File: src/rtl/if_stage.sv
// Instruction-fetch stage: owns the PC, drives the synchronous instruction SRAM,
// and hands {pc, inst} to ID with a valid/allowin handshake and branch redirect.
module if_stage #(
  parameter logic [31:0] RESET_PC = 32'h1c000000
) (
  input  logic        clk,
  input  logic        reset,
  input  logic        ds_allowin,
  input  logic        br_taken,
  input  logic [31:0] br_target,
  output logic        fs_to_ds_valid,
  output logic [31:0] fs_pc,
  output logic [31:0] fs_inst,
  output logic        fs_adef,
  output logic        inst_sram_en,
  output logic [3:0]  inst_sram_we,
  output logic [31:0] inst_sram_addr,
  output logic [31:0] inst_sram_wdata,
  input  logic [31:0] inst_sram_rdata
);

  logic        fs_valid;
  logic        fs_adef_r;
  logic        buf_valid;
  logic [31:0] inst_buf;
  logic [31:0] seq_pc;
  logic [31:0] nextpc;
  logic        fs_allowin;
  logic        fetch;
  logic        hold_capture;

  assign seq_pc     = fs_pc + 32'd4;
  assign nextpc     = br_taken ? br_target : seq_pc;
  assign fs_allowin = ~fs_valid | ds_allowin | br_taken;
  assign fetch      = ~reset & fs_allowin;

  // SRAM data lives for one cycle only; grab it on the first stalled cycle.
  assign hold_capture = fs_valid & ~ds_allowin & ~br_taken & ~buf_valid;

  assign inst_sram_en    = fetch & (nextpc[1:0] == 2'b00);
  assign inst_sram_we    = 4'h0;
  assign inst_sram_addr  = nextpc;
  assign inst_sram_wdata = 32'h0;

  always_ff @(posedge clk) begin
    if (reset) begin
      fs_valid  <= 1'b0;
      fs_pc     <= RESET_PC - 32'd4;
      fs_adef_r <= 1'b0;
      inst_buf  <= 32'h0;
      buf_valid <= 1'b0;
    end else if (fetch) begin
      fs_valid  <= 1'b1;
      fs_pc     <= nextpc;
      fs_adef_r <= (nextpc[1:0] != 2'b00);
      buf_valid <= 1'b0;
    end else if (hold_capture) begin
      inst_buf  <= inst_sram_rdata;
      buf_valid <= 1'b1;
    end
  end

  // A taken branch means the word in IF is wrong-path; it is dropped, no delay slot.
  assign fs_to_ds_valid = fs_valid & ~br_taken & ~reset;
  assign fs_adef        = fs_adef_r;
  assign fs_inst        = fs_adef_r ? 32'h0 : (buf_valid ? inst_buf : inst_sram_rdata);

endmodule

File: config.mk
export PLATFORM = sky130hd
export DESIGN_NAME = if_stage
export DESIGN_NICKNAME = d
export VERILOG_FILES = /design/src/rtl/if_stage.sv
export SDC_FILE = /design/constraint.sdc
export NUM_CORES = 1
export LEC_CHECK = 0
export CAP_MARGIN = 40
export CORE_MARGIN = 2
export CORE_UTILIZATION = 35
export DETAILED_ROUTE_END_ITERATION = 6
export GPL_ROUTABILITY_DRIVEN = 1
export PLACE_DENSITY = 0.68
export SLEW_MARGIN = 5
export SYNTH_ARGS = -nofsm -noshare
export SYNTH_HDL_FRONTEND = slang
export SYNTH_SLANG_ARGS = --single-unit
File: constraint.sdc
create_clock -name clk -period 4.3 [get_ports clk]
set_clock_uncertainty 0.15 [all_clocks]
set_input_delay 0.43 -clock clk [delete_from_list [all_inputs] [get_ports clk]]
set_output_delay 0.43 -clock clk [all_outputs]
set_load 0.01 [all_outputs]
==> impl_metrics.yaml, run 1 <==
detailed_routing:
  via_per_inst: 5.43
  drc_errors: 0
  wirelength_mm: 15.6
  first_iter_violations: 328
  drt_pre_antenna_iters: 7
  route.detailed.wl_per_inst_microns: 16.4
  ant_nets: 0
  vias: 5168
cells_and_area:
  drive_gt1_share_pct: 6.46
  seq_area_sq_um: 1340
  fillCellCount: 1273
  final_common_cell: "clkdlybuf4s50_1"
  area_growth_pct: 39.2
  final_cell_mix: "clkdlybuf4s50_1 (164), nand2_1 (89), nor2_1 (72)"
  multiInputGateArea_sq_um: 2990
  nNetsFinal: 838
power_and_ir_drop:
  p_leak_nw: 2.41
  ir_drop_v: 0.000156
  power_density_nw_per_um2: 311
yosys:
  synth_area_leaders: "dfxtp_1 (28%), mux2i_1 (7.4%), nand2_1 (7.0%), buf_4 (5.9%), nor2_1 (5.8%)"
  synth_ff_type: "dfxtp_1"
  ys_seq_elements: 67
  syn_area_sq_um: 4750
  synth_enable_flop_cells: 0
  avgSynthCellArea_sq_um: 7.48
  yosys.area.top_type: "dfxtp_1"
  ys_types: 62
  netlist.area_leader.share_pct: 28.3
  ys_seq_area_share_pct: 28.3
  yosysWarnings: 0
  synthArstFlopShare_pct: 0
  synth_cells: 635
setup_path:
  crit_type: "reg -> out"
  cp.arrival_ns: 2.99
  worstRegToRegCells: 5
  cp_max_fo: 8
  reg2reg_to: "fs_pc[26]$_SDFFE_PP0P_"
  ff2ff_setup_slack_ns: 1.70
  critical_path_required_ns: 3.72
  worstSetupEndpointType: "output port"
  cp-start-kind: "register"
  startpoint: "fs_pc[3]$_SDFFE_PP1P_"
  crit-reg2reg-launch: "fs_pc[3]$_SDFFE_PP1P_"
global_routing:
  antenna_found_initial: 1
  grt_pass1_vias: 4767
  grt_pass1_wl_mm: 24.2
  grt_usage_pct: 20.7
  grt_max_degree: 66
  gr-total-overflow: 0
floorplan:
  io_pins: 203
  core-area_sq_um: 13200
  fp-row-count: 42
  die-height_microns: 120
  die_area_sq_um: 14500
  initial_core_util_pct: 35.8
  chipWidth_microns: 120
cts:
  cts-root-buf: "clkbuf_16"
  clock_latency_ns: 0.33
  cts-htree-levels: 3
  cts_resized: 0
  post_cts_buffers: 0
  cts.clk_slew.worst_paths_ns: 0.06
  cts_buffers: 9
  cts_tree: "built"
  ctsHoldBuffers: 0
  cts_buffer_depth: 2
  cts_sinks: 67
timing:
  slew_headroom_pct: 44.6
  slew_viol_final: 0
  rsz0062_at_grt: "no"
  finalCriticalPeriod_ns: 3.57
  setup_viol_count_final: 0
  fin_tns_setup_ns: 0
  fin_ws_ns: 0.734
  min_period_over_period_pct: 82.9
  tightestPinTransition_ns: 0.831
  fmax_ghz: 0.280
  hold_violations: 0
  holdWs_ns: 0.306
run:
  maxCapViolations: 0
placement:
  gp_congestion: 0.899
  dp.final_hpwl_mm: 11.1
  place_worst_setup_slack_ns: 1.08
  portBuffers: 166
hold_path:
  hold_end: "inst_buf[0]$_SDFFE_PP0P_"
  hp-class: "reg -> reg"
  hp-start: "inst_buf[0]$_SDFFE_PP0P_"
  min_path_cells: 2
run_status:
  outcome: "completed"
[state kept, by name (all words and copies together), names as in the netlist]
| name | flops |
|---|---|
| fs_pc | 32 |
| inst_buf | 32 |
| buf_valid | 1 |
| fs_adef | 1 |
| fs_valid | 1 |
[logic make-up (layout without fill, tap and decap cells)]
kind of cell	count (synthesis)	count (layout)	synth area share (%)
xor gates and xnor gates	13	13	2.40
AOI/OAI and AO/OA	126	126	18.6
and+or+nand+nor	295	295	30.9
muxes	37	37	7.85
buffers and inverters	95	199	11.6
other	1	37	0.0790
DFF	67	67	28.3
adders and majority gates	1	1	0.264
[cell usage after synthesis, types with 4 or more instances]
cell type and n:
o31ai_1 6, nor3_1 25, and3_1 9, clkbuf_1 35
o31a_1 4, nand3_1 20, o21ai_0 10, xor2_1 4
inv_1 8, a21bo_2 4, nor4_1 21, a311oi_1 12
nand2_1 89, and2_1 5, a31oi_1 6, a221oi_1 5
and4_1 6, nand4_1 7, buf_6 4, a211oi_1 9
dfxtp_1 67, mux2i_1 35, nand2b_1 14, a21boi_0 9
nor2_1 73, buf_4 37, a21oi_1 40, buf_2 5
xnor2_1 9, or4_1 6, a2111oi_0 8, or2_2 4
[critical path: stages (launching register included)]
cell and delay (ns):
dfxtp_1 0.47, ha_1 0.29, nand4_1 0.38, nor2_1 0.48, nand3_1 0.17, a211oi_1 0.28
clkdlybuf4s50_1 0.58
[through the flow]
stage	cells	area [sq um]	util, %	power [mW]
floorplan	670	4880	-	1.08
global placement	932	6280	47.4	1.36
detailed placement	934	6330	47.8	1.37
CTS	950	6610	49.9	2.07
global route	951	6610	49.9	2.16
finish	951	6610	49.9	2.06
[worst max path at each step]
stage / end / slack (ns) / depth (start not counted)
2_1_floorplan: inst_sram_addr[24] / 1.81 / 5
3_3_place_gp: inst_sram_addr[21] / 1.18 / 5
3_5_place_dp: inst_sram_addr[28] / 1.08 / 6
4_1_cts: inst_sram_addr[28] / 0.73 / 6
5_1_grt: inst_sram_addr[18] / 0.56 / 6
6_report: inst_sram_addr[30] / 0.73 / 6
[where the power goes]
part	total [mW]	switching, mW	internal (mW)	leakage, nW
Clock	0.693	0.287	0.406	0.139
Sequential	0.717	0.0600	0.657	0.551
Combinational	0.648	0.336	0.312	1.72
Total	2.06	0.684	1.37	2.41
[routing by layer]
layer | track usage, % | up-vias | routed length, microns
met4 | 8.87 | 0 | 275
met1 | 27.3 | 2424 | 7000
li1 | - | 2484 | -
met5 | 0 | - | 0
met2 | 33.0 | 236 | 7290
met3 | 3.96 | 24 | 1070
[cell type report]
class | count | area share (%)
well taps | 176 | 3.33
multi-input cells | 508 | 45.2
clock inverters | 6 | 0.606
flip-flops and latches | 67 | 20.3
clock buffers | 10 | 3.62
repair buffers | 174 | 26.4
inverters | 9 | 0.511
diodes | 1 | 0.0379
Note: power is estimated with default switching activity, not from simulation.
==> inputs of run 2 (changes only) <==
- PLACE_DENSITY: 0.68 -> 0.71
- clock period: 4.3 -> 2.9 ns (I/O delays scaled with it)
==> impl_metrics.yaml, run 2 (synthesis gave the netlist of run 1 again) <==
run_status:
  outcome: "completed"
floorplan:
  fp-row-count: 42
  initial_core_util_pct: 35.8
  core-area_sq_um: 13200
  die-height_microns: 120
  chipWidth_microns: 120
  die_area_sq_um: 14500
  io_pins: 203
placement:
  dp.final_hpwl_mm: 11.1
  dp.cells: 965
  portBuffers: 166
  place_worst_setup_slack_ns: 0.138
  gp_congestion: 0.883
setup_path:
  slowest_stage: "clkdlybuf4s50_1"
  critical_path_required_ns: 2.46
  crit_path_cell_trace: "buf_4 -> nand4_1 -> nor3_2 -> buf_4 -> a311oi_1 -> a211oi_1 -> clkdlybuf4s50_1"
  worstSetupEndpointType: "output port"
  crit_type: "reg -> out"
  cp_max_fo: 14
  crit_family: "buffers and inverters"
  crit_path_frequent_cell: "buf_4"
  cp.buffers_inverters: 3
  cp.arrival_ns: 2.44
  slowest_delay_ns: 0.60
  cp-start-kind: "register"
power_and_ir_drop:
  p_leak_nw: 2.64
  power_density_nw_per_um2: 462
  power_mw: 3.23
  ir_drop_v: 0.000286
cts:
  cts_sinks: 67
  cts_buffers: 9
  ctsHoldBuffers: 0
  cts-htree-levels: 3
  cts.clk_slew.worst_paths_ns: 0.06
  cts_buffer_depth: 2
  cts_tree: "built"
  cts-root-buf: "clkbuf_16"
  clock_latency_ns: 0.33
timing:
  finalCriticalPeriod_ns: 2.88
  hold_violations: 0
  setup_viol_count_final: 0
  min_period_over_period_pct: 99.2
  fmax_ghz: 0.348
  fin_ws_ns: 0.0237
  slew_headroom_pct: 49.8
  slew_viol_final: 0
  holdWs_ns: 0.277
  tightestPinTransition_ns: 0.752
  rsz0062_at_grt: "yes"
detailed_routing:
  drt_pre_antenna_iters: 5
  first_iter_violations: 404
  via_per_inst: 5.24
  route.detailed.wl_per_inst_microns: 15.7
  ant_nets: 0
  drc_errors: 0
  vias: 5154
  wirelength_mm: 15.5
cells_and_area:
  largestRegisters: "fs_pc: 32 flops, inst_buf: 32 flops"
  antenna_cells: 0
  fillCellCount: 1273
  seq_area_sq_um: 1360
  nNetsFinal: 872
  multiInputGateArea_sq_um: 3070
  final_common_cell: "clkdlybuf4s50_1"
  area_growth_pct: 47.3
  stdcell_count: 984
  final_cell_mix: "clkdlybuf4s50_1 (154), nand2_1 (89), nor2_1 (72)"
  drive_gt1_share_pct: 13.2
global_routing:
  grt_pass1_vias: 4865
  gr-total-overflow: 0
  antenna_found_initial: 0
  grt_pass1_wl_mm: 24.7
  grt_usage_pct: 20.9
  grt_max_degree: 45
hold_path:
  hp-class: "in -> reg"
run:
  maxCapViolations: 0
-- run 2: changes by cell type in the layout (fill, tap and decap cells not counted), sizes merged --
cell           delta
clkinv            -3
inv               +3
bufinv            +1
clkbuf            -1
dlygate4sd2       +3
dlymetal6s2s      +7
diode             -1
clkdlybuf4s50    -10
buf              +34
-- run 2: final timing paths --
| check | startpoint | end | slack, ns | cells after the start |
|---|---|---|---|---|
| hold reg to reg | inst_buf[5]$_SDFFE_PP0P_ | inst_buf[5]$_SDFFE_PP0P_ | 0.30 | 2 |
| hold / removal | br_taken | fs_pc[0]$_SDFFE_PP0P_ | 0.28 | 3 |
| setup reg to reg | fs_pc[3]$_SDFFE_PP1P_ | fs_pc[26]$_SDFFE_PP0P_ | 0.44 | 8 |
| setup / recovery | fs_pc[13]$_SDFFE_PP1P_ | inst_sram_addr[27] | 0.02 | 7 |
-- run 2: per-layer routing --
| layer | vias up | track usage, % | wire length, microns |
|---|---|---|---|
| li1 | 2549 | - | - |
| met1 | 2376 | 28.5 | 7070 |
| met2 | 217 | 33.1 | 7110 |
| met3 | 12 | 4.76 | 1150 |
| met4 | 0 | 5.60 | 150 |
| met5 | - | 0 | 0 |
-- run 2: worst register-to-register path, cell delays in order, from the launching register on --
cell	delay, ns
dfxtp_2	0.36
ha_1	0.16
buf_4	0.12
nand4_1	0.13
buf_4	0.18
buf_4	0.14
nor4_4	0.39
nand3_1	0.24
a2111oi_0	0.46
-- run 2: repair_timing --
item,in CTS,in global routing
cloned,0,0
hold endpoints to repair,0,0
setup endpoints to repair,17,17
pin swaps,1,3
gates resized for setup,19,18
setup buffers,3,0
-- run 2: final cells by class --
| type | count | area share (%) |
|---|---|---|
| Multi-Input combinational cell | 508 | 43.9 |
| Timing Repair Buffer | 208 | 28.7 |
| Sequential cell | 67 | 19.4 |
| Clock buffer | 9 | 3.22 |
| Tap cell | 176 | 3.15 |
| Clock inverter | 7 | 1.16 |
| Inverter | 9 | 0.483 |
-- run 2: metrics by stage --
step	area, sq um	utilization [%]	setup TNS, ns
after floorplan	4880	-	0
after global placement	6550	49.5	0
after detailed placement	6550	49.5	0
after CTS	6930	52.3	0
after global routing	6990	52.8	-0.0313
final	6990	52.8	0
-- run 2: power breakdown --
part	internal (mW)	total, mW	switching (mW)
sequential	0.976	1.04	0.0603
combinational	0.520	1.06	0.544
clock	0.679	1.13	0.451
==> inputs of run 3 (changes only) <==
--- a/config.mk
+++ b/config.mk
@@ -11,4 +11,3 @@
 export DETAILED_ROUTE_END_ITERATION = 6
-export GPL_ROUTABILITY_DRIVEN = 1
-export PLACE_DENSITY = 0.71
+export PLACE_DENSITY = 0.68
 export SLEW_MARGIN = 5
==> constraint.sdc (replaced) <==
create_clock -name clk -period 3.3 [get_ports clk]
set_clock_uncertainty 0.15 [all_clocks]
set_input_delay 0.66 -clock clk [delete_from_list [all_inputs] [get_ports clk]]
set_output_delay 0.66 -clock clk [all_outputs]
set_load 0.01 [all_outputs]
==> impl_metrics.yaml, run 3 (synthesis gave the netlist of run 1 again) <==
run_status:
  outcome: "completed"
floorplan:
  initial_core_util_pct: 35.8
  io_pins: 203
  chipWidth_microns: 120
  core-area_sq_um: 13200
  fp-row-count: 42
  die_area_sq_um: 14500
  die-height_microns: 120
power_and_ir_drop:
  p_sw_mw: 0.924
  ir_drop_v: 0.000253
  seqPwrFrac_pct: 31.9
  clockPowerShare_pct: 34.6
  pwr-share-comb_pct: 33.5
  switching_share_pct: 32.4
  p_int_mw: 1.93
  p_leak_nw: 2.68
  power_density_nw_per_um2: 407
cts:
  cts-htree-levels: 3
  cts_sinks: 67
  cts_buffer_depth: 2
  cts_buffers: 9
  cts.clk_slew.worst_paths_ns: 0.06
  cts-root-buf: "clkbuf_16"
  clock_latency_ns: 0.33
  cts_tree: "built"
timing:
  min_period_over_period_pct: 98.3
  rsz0062_at_grt: "yes"
  slew_headroom_pct: 49.3
  fin_ws_ns: 0.0551
  fmax_ghz: 0.308
  finalCriticalPeriod_ns: 3.24
  setup_viol_count_final: 0
  slew_viol_final: 0
  tightestPinTransition_ns: 0.759
  hold_violations: 0
cells_and_area:
  drive_gt1_share_pct: 13.2
  area_growth_pct: 47.5
  nNetsFinal: 877
  largestRegisters: "fs_pc: 32 flops, inst_buf: 32 flops"
  antenna_cells: 0
  fin_util_pct: 52.9
  final_common_cell: "clkdlybuf4s50_1"
  final_cell_mix: "clkdlybuf4s50_1 (152), nand2_1 (89), nor2_1 (71)"
  stdcell_count: 989
detailed_routing:
  ant_nets: 0
  via_per_inst: 5.37
  wirelength_mm: 16.4
  first_iter_violations: 478
  drt_pre_antenna_iters: 5
  drc_errors: 0
  vias: 5307
  route.detailed.wl_per_inst_microns: 16.6
global_routing:
  grt_max_degree: 54
  antenna_found_initial: 0
  gr-total-overflow: 0
  grt_pass1_wl_mm: 25.7
  grt_pass1_vias: 4971
  grt_usage_pct: 22.0
setup_path:
  startpoint: "fs_pc[10]$_SDFFE_PP1P_"
  worstSetupEndpointType: "output port"
  critical_path_required_ns: 2.49
  cp_max_fo: 7
  slowest_stage: "clkdlybuf4s50_1"
  reg2reg_to: "fs_pc[26]$_SDFFE_PP0P_"
  crit_end: "inst_sram_addr[15]"
  slowest_delay_ns: 0.53
  worstRegToRegCells: 7
  crit-reg2reg-launch: "fs_pc[2]$_SDFFE_PP1P_"
  crit_path_cell_trace: "buf_4 -> nand4_1 -> nor4_1 -> xor2_1 -> mux2_2 -> clkdlybuf4s50_1"
  crit_type: "reg -> out"
  cp-start-kind: "register"
  ff2ff_setup_slack_ns: 0.79
  cp.arrival_ns: 2.43
placement:
  dp.final_hpwl_mm: 12.1
  gp_congestion: 0.877
  place_worst_setup_slack_ns: 0.216
  dp.cells: 968
  portBuffers: 166
hold_path:
  hp-start: "inst_buf[16]$_SDFFE_PP0P_"
  hp-class: "reg -> reg"
run:
  maxCapViolations: 0
[run 3: metrics by stage]
stage	hold slack (ns)	power (mW)	TNS, ns	area [sq um]
CTS	0.306	2.85	0	6930
global placement	0.292	1.83	0	6560
detailed placement	0.298	1.84	0	6560
finish	0.301	2.85	0	7000
floorplan	0.286	1.41	0	4880
global route	0.319	2.99	-0.0313	7000
[run 3: worst min-delay path by stage]
stage / cells after the start / to / slack (ns)
floorplan: 2 / inst_buf[0]$_SDFFE_PP0P_ / 0.29
global placement: 2 / inst_buf[25]$_SDFFE_PP0P_ / 0.29
detailed placement: 2 / inst_buf[2]$_SDFFE_PP0P_ / 0.30
CTS: 2 / inst_buf[2]$_SDFFE_PP0P_ / 0.31
global route: 2 / inst_buf[5]$_SDFFE_PP0P_ / 0.32
finish: 2 / inst_buf[16]$_SDFFE_PP0P_ / 0.30
[run 3: power by group through the flow]
stage               sequential, mW  clock, mW  combinational, mW
floorplan                    0.932          0              0.474
CTS                          0.909      0.998              0.941
global placement             0.919          0              0.911
finish                       0.911      0.986              0.957
detailed placement           0.923          0              0.917
global route                 0.917       1.04               1.03
[run 3: area by class of cell]
class / instances / area (sq um)
clock inverter: 6 / 65.1
timing repair buffer: 213 / 2040
tap: 176 / 220
inverter: 9 / 33.8
sequential: 67 / 1350
multi-input combinational: 508 / 3050
fill: 1246 / 6240
clock buffer: 10 / 239
[run 3: timing repair]
item / 4_1_cts / 5_1_grt
pin swaps: 1 / 2
resized for setup: 17 / 18
setup buffers: 3 / 2
hold buffers: 0 / 0
endpoints found under the setup margin: 11 / 13
hold endpoints to repair: 0 / 0
[run 3: routing by layer]
metal  track usage (%)  up-vias  share of wire (%)
li1                  -     2570                  -
met1              28.7     2478                 43
met2              36.6      242                 48
met3              4.67       17                7.5
met4              5.89        0               0.94
met5                 0        -                  0
[run 3: worst max-delay path: cells and delay by family, from the launching register on]
family | cells | cell delay, ns
and+or+nand+nor | 2 | 0.69
buffers and inverters | 2 | 0.68
DFF | 1 | 0.33
xor gates and xnor gates | 1 | 0.23
muxes | 1 | 0.18
